`src/rtl/player_health_tracker.sv`:
```
// rtl/player_health_tracker.sv - player hit points, post-hit invulnerability and death-animation delay
module player_health_tracker #(
  parameter int MAX_HP        = 3,
  parameter int HP_W          = 3,
  parameter int INVULN_FRAMES = 60,
  parameter int DEATH_FRAMES  = 90
) (
  input  logic            Clk,
  input  logic            reset_n,
  input  logic            frame_clk,
  input  logic            game_start,
  input  logic            begin_sig,
  input  logic            hit_enemy,
  input  logic            hit_bullet,
  input  logic            fall_pit,
  output logic            char_alive,
  output logic [HP_W-1:0] hp,
  output logic            invuln,
  output logic            dying,
  output logic            hurt_pulse
);

  localparam int TMAX = (INVULN_FRAMES > DEATH_FRAMES) ? INVULN_FRAMES : DEATH_FRAMES;
  localparam int TW   = (TMAX < 1) ? 1 : $clog2(TMAX + 1);

  localparam logic [HP_W-1:0] HP_FULL = HP_W'(MAX_HP);
  localparam logic [HP_W-1:0] HP_ONE  = HP_W'(1);
  localparam logic [TW-1:0]   T_INV   = TW'(INVULN_FRAMES);
  localparam logic [TW-1:0]   T_DIE   = TW'(DEATH_FRAMES);
  localparam logic [TW-1:0]   T_ONE   = TW'(1);

  typedef enum logic [2:0] {
    S_IDLE,
    S_ALIVE,
    S_INVULN,
    S_DYING,
    S_DEAD
  } state_t;

  state_t        state;
  logic [TW-1:0] timer;

  logic frame_meta;
  logic frame_sync;
  logic frame_prev;
  logic tick;
  logic hit;
  logic pit;
  logic timer_run;
  logic fatal;

  // frame_clk is from the video clock domain; only its synchronized rising edge is used
  always_ff @(posedge Clk or negedge reset_n) begin
    if (!reset_n) begin
      frame_meta <= 1'b0;
      frame_sync <= 1'b0;
      frame_prev <= 1'b0;
    end else begin
      frame_meta <= frame_clk;
      frame_sync <= frame_meta;
      frame_prev <= frame_sync;
    end
  end

  assign tick      = frame_sync & ~frame_prev;
  assign hit       = begin_sig & (hit_enemy | hit_bullet);
  assign pit       = begin_sig & fall_pit;
  assign timer_run = tick & begin_sig & (timer != '0);
  // a hit at one remaining hit point is treated exactly like falling into a pit
  assign fatal     = pit | (hit & (hp <= HP_ONE));

  always_ff @(posedge Clk or negedge reset_n) begin
    if (!reset_n) begin
      state      <= S_IDLE;
      hp         <= HP_FULL;
      timer      <= '0;
      char_alive <= 1'b1;
      invuln     <= 1'b0;
      dying      <= 1'b0;
      hurt_pulse <= 1'b0;
    end else begin
      hurt_pulse <= 1'b0;
      if (game_start) begin
        state      <= S_ALIVE;
        hp         <= HP_FULL;
        timer      <= '0;
        char_alive <= 1'b1;
        invuln     <= 1'b0;
        dying      <= 1'b0;
      end else begin
        case (state)
          S_IDLE: begin
            state <= S_IDLE;
          end
          S_ALIVE: begin
            if (fatal) begin
              state  <= S_DYING;
              hp     <= '0;
              timer  <= T_DIE;
              dying  <= 1'b1;
              invuln <= 1'b0;
            end else if (hit) begin
              state      <= S_INVULN;
              hp         <= hp - HP_ONE;
              timer      <= T_INV;
              invuln     <= 1'b1;
              hurt_pulse <= 1'b1;
            end
          end
          // hits are ignored here so a held overlap costs a single hit point
          S_INVULN: begin
            if (pit) begin
              state  <= S_DYING;
              hp     <= '0;
              timer  <= T_DIE;
              dying  <= 1'b1;
              invuln <= 1'b0;
            end else if (timer == '0) begin
              state  <= S_ALIVE;
              invuln <= 1'b0;
            end else if (timer_run) begin
              timer <= timer - T_ONE;
            end
          end
          S_DYING: begin
            if (timer == '0) begin
              state      <= S_DEAD;
              hp         <= '0;
              dying      <= 1'b0;
              char_alive <= 1'b0;
            end else if (timer_run) begin
              timer <= timer - T_ONE;
            end
          end
          S_DEAD: begin
            state <= S_DEAD;
          end
          default: begin
            state      <= S_IDLE;
            hp         <= HP_FULL;
            timer      <= '0;
            char_alive <= 1'b1;
            invuln     <= 1'b0;
            dying      <= 1'b0;
          end
        endcase
      end
    end
  end

endmodule

```
`config.mk`:
```
export PLATFORM = sky130hd
export DESIGN_NAME = player_health_tracker
export DESIGN_NICKNAME = d
export VERILOG_FILES = /design/src/rtl/player_health_tracker.sv
export SDC_FILE = /design/constraint.sdc
export NUM_CORES = 1
export LEC_CHECK = 0
export BUFFER_PORTS_ARGS = -buffer_cell sky130_fd_sc_hd__clkbuf_2
export CAP_MARGIN = 20
export CORE_UTILIZATION = 50
export CTS_CLUSTER_SIZE = 14
export DETAILED_ROUTE_END_ITERATION = 12
export PLACE_DENSITY = 0.7
export SLEW_MARGIN = 20
export SYNTH_ARGS = -nofsm -noshare
export SYNTH_HDL_FRONTEND = slang
export SYNTH_SLANG_ARGS = --single-unit
export TNS_END_PERCENT = 1
```
`constraint.sdc`:
```
create_clock -name Clk -period 2.1 [get_ports Clk]
set_input_delay 0.525 -clock Clk [delete_from_list [all_inputs] [get_ports Clk]]
set_output_delay 0.525 -clock Clk [all_outputs]
set_load 0.02 [all_outputs]
```
* After elaboration in Yosys (flattened, before gate mapping) *
Cells that the tools add are included.

cells by class
  add/subtract/negate cells = 2
  magnitude comparators = 1
  equal/unequal tests = 12
  muxes and demuxes = 36
  bitwise gates (word level) = 9
  reduce and logical (&&, ||, !) cells = 12

operator list
  cell                                                                               count
  7-bit 2-to-1 mux                                                                   6
  3-bit 2-to-1 mux                                                                   11
  7-bit one-hot mux with 4 select lines                                              1
  3-bit one-hot mux with 4 select lines                                              2
  1-bit 2-to-1 mux                                                                   13
  3-bit inequality test (second input constant)                                      3
  4-bit inequality test (second input constant)                                      2
  4-bit AND reduction                                                                2
  7-bit logical NOT                                                                  1
  7-bit nonzero test                                                                 1
  7-bit by 1-bit subtractor with 7-bit output (second input constant)                1
  1-bit bitwise AND                                                                  6
  3-bit by 2-bit equality test with 1-bit output (second input constant)             2
  2-bit by 1-bit inequality test with 1-bit output (second input constant)           3
  3-bit AND reduction                                                                2
  1-bit one-hot mux with 4 select lines                                              1
  2-bit AND reduction                                                                2
  4-bit OR reduction                                                                 1
  3-bit by 1-bit equality test with 1-bit output (second input constant)             1
  3-bit equality test (second input constant)                                        1
  3-bit by 1-bit less-or-equal comparator with 1-bit output (second input constant)  1
  3-bit logical NOT                                                                  1
  1-bit one-hot mux with 3 select lines                                              1
  3-bit OR reduction                                                                 1
  other kinds (5)                                                                    6

word-level totals
  register bits after elaboration = 20
  input port bits = 8
  output and inout bits = 7
  word-level logic and storage cells = 82

* Depth between registers and ports, before layout *
  word-level depth = 9
  gate-level depth with buffers = 7
  gate-level depth less buffers = 6

* Least setup slack after synthesis *
Ideal clock, no wire load.

  path type = register -> register
  from = register hp[1]
  to = register state[0]
  data arrival time = 1.719 ns
  required time = 1.972 ns
  setup slack = 0.253 ns
  cell stages (with the launch flop) = 7
  path buffers = 0
  path through = dfstp_2 inv_1 ha_1 o21ba_2 o31ai_1 a211o_1 mux2_1

on the way
  word-level cells in the longest chain between the ends = 6

ends and longest elaborated chain
  item                                                           RTL line  RTL
  start, declared                                                17        output logic [HP_W-1:0] hp,
  start signal, assigned                                         104       hp <= hp - HP_ONE;
  3-bit by 1-bit less-or-equal comparator with 1-bit output (*)  70        assign fatal = pit | (hit & (hp <= HP_ONE));
  1-bit bitwise AND (*)                                          70
  1-bit OR (*)                                                   70
  3-bit 2-to-1 mux                                               96        if (fatal) begin
  3-bit one-hot mux with 4 select lines                          91        case (state)
  3-bit 2-to-1 mux                                               83        if (game_start) begin
  end signal, assigned                                           84        state <= S_ALIVE;
  end signal, assigned                                           93        state <= S_IDLE;
  end signal, assigned                                           97        state <= S_DYING;
  end, declared                                                  40        state_t state;

Mark *: on every way between the ends. The rest lies on a longest branch, timed or not.
A chain may end at the register's enable or synchronous reset.

* Final worst setup path *
  from = register timer[2]
  to = register timer[6]

on the way
  word-level cells in the longest chain between the ends = 7

ends and longest elaborated chain
  item                                                                                 RTL line  RTL
  start, declared                                                                      41        logic [TW-1:0] timer;
  start signal, assigned                                                               122       timer <= timer - T_ONE;
  start signal, assigned                                                               132       timer <= timer - T_ONE;
  branches (longest 3 deep; another with 7-bit by 1-bit subtractor with 7-bit output)  --
  7-bit 2-to-1 mux (*)                                                                 118       end else if (timer == '0) begin
  7-bit 2-to-1 mux                                                                     112       if (pit) begin
  7-bit one-hot mux with 4 select lines (*)                                            91
  7-bit 2-to-1 mux (*)                                                                 83

Mark *: on every way between the ends.

==> key figures <==
Clock tree
  – Clock Tree Buf Depth: 2
  – Clock sinks: 20
  – Clock-pin slew on the worst setup and hold paths: 0.11 ns
  – Root buffer cell: clkbuf_4
  – Hold Buf Count CTS: 0
  – Worst skew pair latency: 0.30 ns
  – CTS tree: built
  – CTS Buf Count: 3
  – H-tree depth: 1

Global route
  – GR Layer Usage met3: 4.52%
  – GR met1 Demand/Resource: 38.5%
  – Overall Global Routing Usage: 27.0%
  – Most Crowded Layer GR: met2
  – Grt ovf: 0
  – First-pass GRT wire length: roughly 5500 µm
  – Largest net degree at the start of global routing: 21
  – Initial antenna violation count: 0
  – Met2 GRT Util: between 40% and 50%
  – Vias in the first global route: 1139

Detailed routing
  – Drt first pass iters: 4
  – Total wire length: 3470 µm
  – Vias/cell: 6.54
  – Final ANT Viol Nets: 0
  – Initial drt markers: 66
  – Wire per inst: approximately 17 µm
  – Via count: between 1000 and 1500
  – DRC errors left: 0

Synthesis
  – Commonest cells post-synth: 17 x dfrtp_1, 11 x nor2_1, 9 x nand2_1
  – Cell area after synthesis: 0.00136 mm²
  – Gate Count Post-Synth: 153
  – Top cells by area, synth: dfrtp_1 31%, dfstp_2 5.8%, ha_1 3.7%
  – Count leader, synth: dfrtp_1
  – Seq/Total Area, Yosys: 37.2%
  – Synth Flop Type: dfrtp_1
  – FFs w/ async S/R, synth: 100%
  – Yosys reg bits: 20
  – Ys Warns: 0
  – Share of Yosys cell area claimed by the top area cell type: about a third
  – Post-synth EDFFs: 0
  – Mapped Nets: around 170
  – Area leader, netlist: dfrtp_1
  – Mean Syn Cell Area: 8.86 µm²
  – Synth cell types: 52

Cells and area
  – Synthesis-to-finish area growth: 13.2%
  – ANT cells: 0
  – Filler instances: 207
  – Post-layout net count: 186
  – FF+latch area: between 500 and 600 µm²
  – Multi-input logic area: 791 µm²
  – Layout cells sized above 1: 19.7%

Setup path
  – Setup crit start kind: register
  – CP endpoint kind: register
  – Cell Chain, Critical Path: or4_1 -> or4_1 -> a211o_1 -> o221ai_1
  – R2R setup slack: 0.08 ns
  – CP max-delay cell: or4_1
  – R2R cell count: 4
  – Worst Setup EP: timer[6]
  – Crit Reg-Reg Startpoint: timer[2]
  – Setup CP Type: register to register
  – Arrival time of the worst setup path: 2.24 ns
  – Slowest Stage Delay on Critical Path: 0.60 ns
  – Crit Path Max Fanout: 8
  – Worst Setup SP: timer[2]
  – Reg-to-reg endpoint: timer[6]
  – Worst EP required: 2.33 ns
  – Most frequent CP cell: or4_1

Pwr
  – Max IR drop VDD: around 0.76 mV
  – Power Density: 1240 mW/mm²
  – Leakage: 0.681 nW
  – Tot Pwr: roughly 1.9 mW

Timing
  – RSZ-0062 raised after global routing: false
  – Setup TNS: 0 ns
  – Final min period: 2.02 ns
  – Least-Margin Pin Slew: 0.564 ns
  – Slew HR: 61.9%
  – Fin crit share: 96.0%
  – Peak Freq: 496 MHz
  – Final count of negative-setup-slack endpoints: 0
  – Max-slew violation count: 0
  – Post-Route Skew: 0.00131 ns
  – Hold Fails Final Rpt: 0

Floorplan
  – Initial Util: 53.7%
  – Standard-cell row count: 18
  – I/O Pins: 15
  – Die height: 54.1 µm
  – Die ar.: 0.00292 mm²
  – Die width: 54.1 µm
  – Core footprint: around 0.0025 mm²

Job
  – Max-cap violations: 0

Placement
  – Final Wtd Congestion: about 0.9
  – HPWL Detailed: between 2000 and 3000 µm
  – Port bufs: 14

Min path
  – Hold Path Class: input pin to asynchronous set/reset pin

Run status
  – Status: finished clean
[report_power, final]
group / switching [mW] / internal, mW
sequential: 0.172 / 0.503
clock: 0.120 / 0.0741
combinational: 0.606 / 0.427
total: 0.898 / 1.00
[cell usage in the layout, fill, tap and decap left out, types with 2 or more instances in the layout]
master      n
nand3_1     3
and2_1      2
ha_1        4
o22ai_1     2
nand2b_1    3
a211o_1     4
nor4b_1     2
or4_1       3
o31ai_1     4
clkbuf_2   14
nand2_1     9
inv_1       8
dfstp_2     3
nand3b_1    3
buf_4      10
a21oi_1     8
nor3_1      6
o21ai_1     4
dfrtp_1    17
or3_1       2
o211ai_1    3
a2bb2oi_1   2
nor2_1     11
nor4_1      4
o21a_1      2
o21ai_0     6
nor2b_1     3
clkbuf_4    3
nand4b_1    2
[timing repair]
item                       4_1_cts  5_1_grt
setup buffers                    0        1
setup endpoints to repair        0        3
gates resized for setup          0        1
[stage by stage]
stage	setup slack, ns	utilization, %	hold slack (ns)	instance area (µm²)	std cells
2_1_floorplan	0.253	-	0.229	1360	153
3_3_place_gp	0.119	59.4	0.332	1500	198
3_5_place_dp	0.0794	59.4	0.336	1500	198
4_1_cts	0.0568	60.4	0.185	1520	202
5_1_grt	0.0277	60.8	0.196	1530	203
6_report	0.0836	60.8	0.166	1530	203
[area by class of cell]
cell class	count	share of cell area [%]
sequential	20	32.9
inverter	8	1.96
tap	30	2.45
clock buffer	4	1.71
timing repair buffer	24	9.46
multi-input combinational	117	51.5
[worst min path at each step]
stage                    start          to
floorplan              reset_n       dying
CTS                    reset_n    timer[4]
global placement    frame_meta  frame_sync
detailed placement  frame_meta  frame_sync
finish                 reset_n    timer[0]
global route           reset_n    timer[0]
[layer usage]
layer  share of wire, %  wire length, µm  vias to the layer above
met1                 43             1480                      604
met5                  0                0                        -
met4                2.2               77                        0
met3                9.6              334                       11
met2                 45             1580                       79
li1                   -                -                      633
[flip-flops by register name (all words and copies together) (netlist names)]
register    count
hurt_pulse      1
frame_prev      1
hp              3
char_alive      1
dying           1
invuln          1
frame_meta      1
frame_sync      1
state           3
timer           7
[worst max-delay path: cells and delay by family (launching register included)]
kind / cells / cell delay (ns)
compound gates: 2 / 0.34
simple gates: 2 / 1.11
flops: 1 / 0.49
[kinds of logic (layout without fill, tap and decap cells)]
logic type,count (synthesis),after routing,share of synthesized area [%]
adders and majority gates,4,4,3.69
muxes,1,1,0.831
and+or+nand+nor,58,58,24.4
xor gates and xnor gates,1,1,0.646
AOI/OAI and AO/OA,53,53,28.6
DFF,20,20,37.2
buffers and inverters,16,36,4.62
Note: power is estimated with default switching activity, not from simulation.
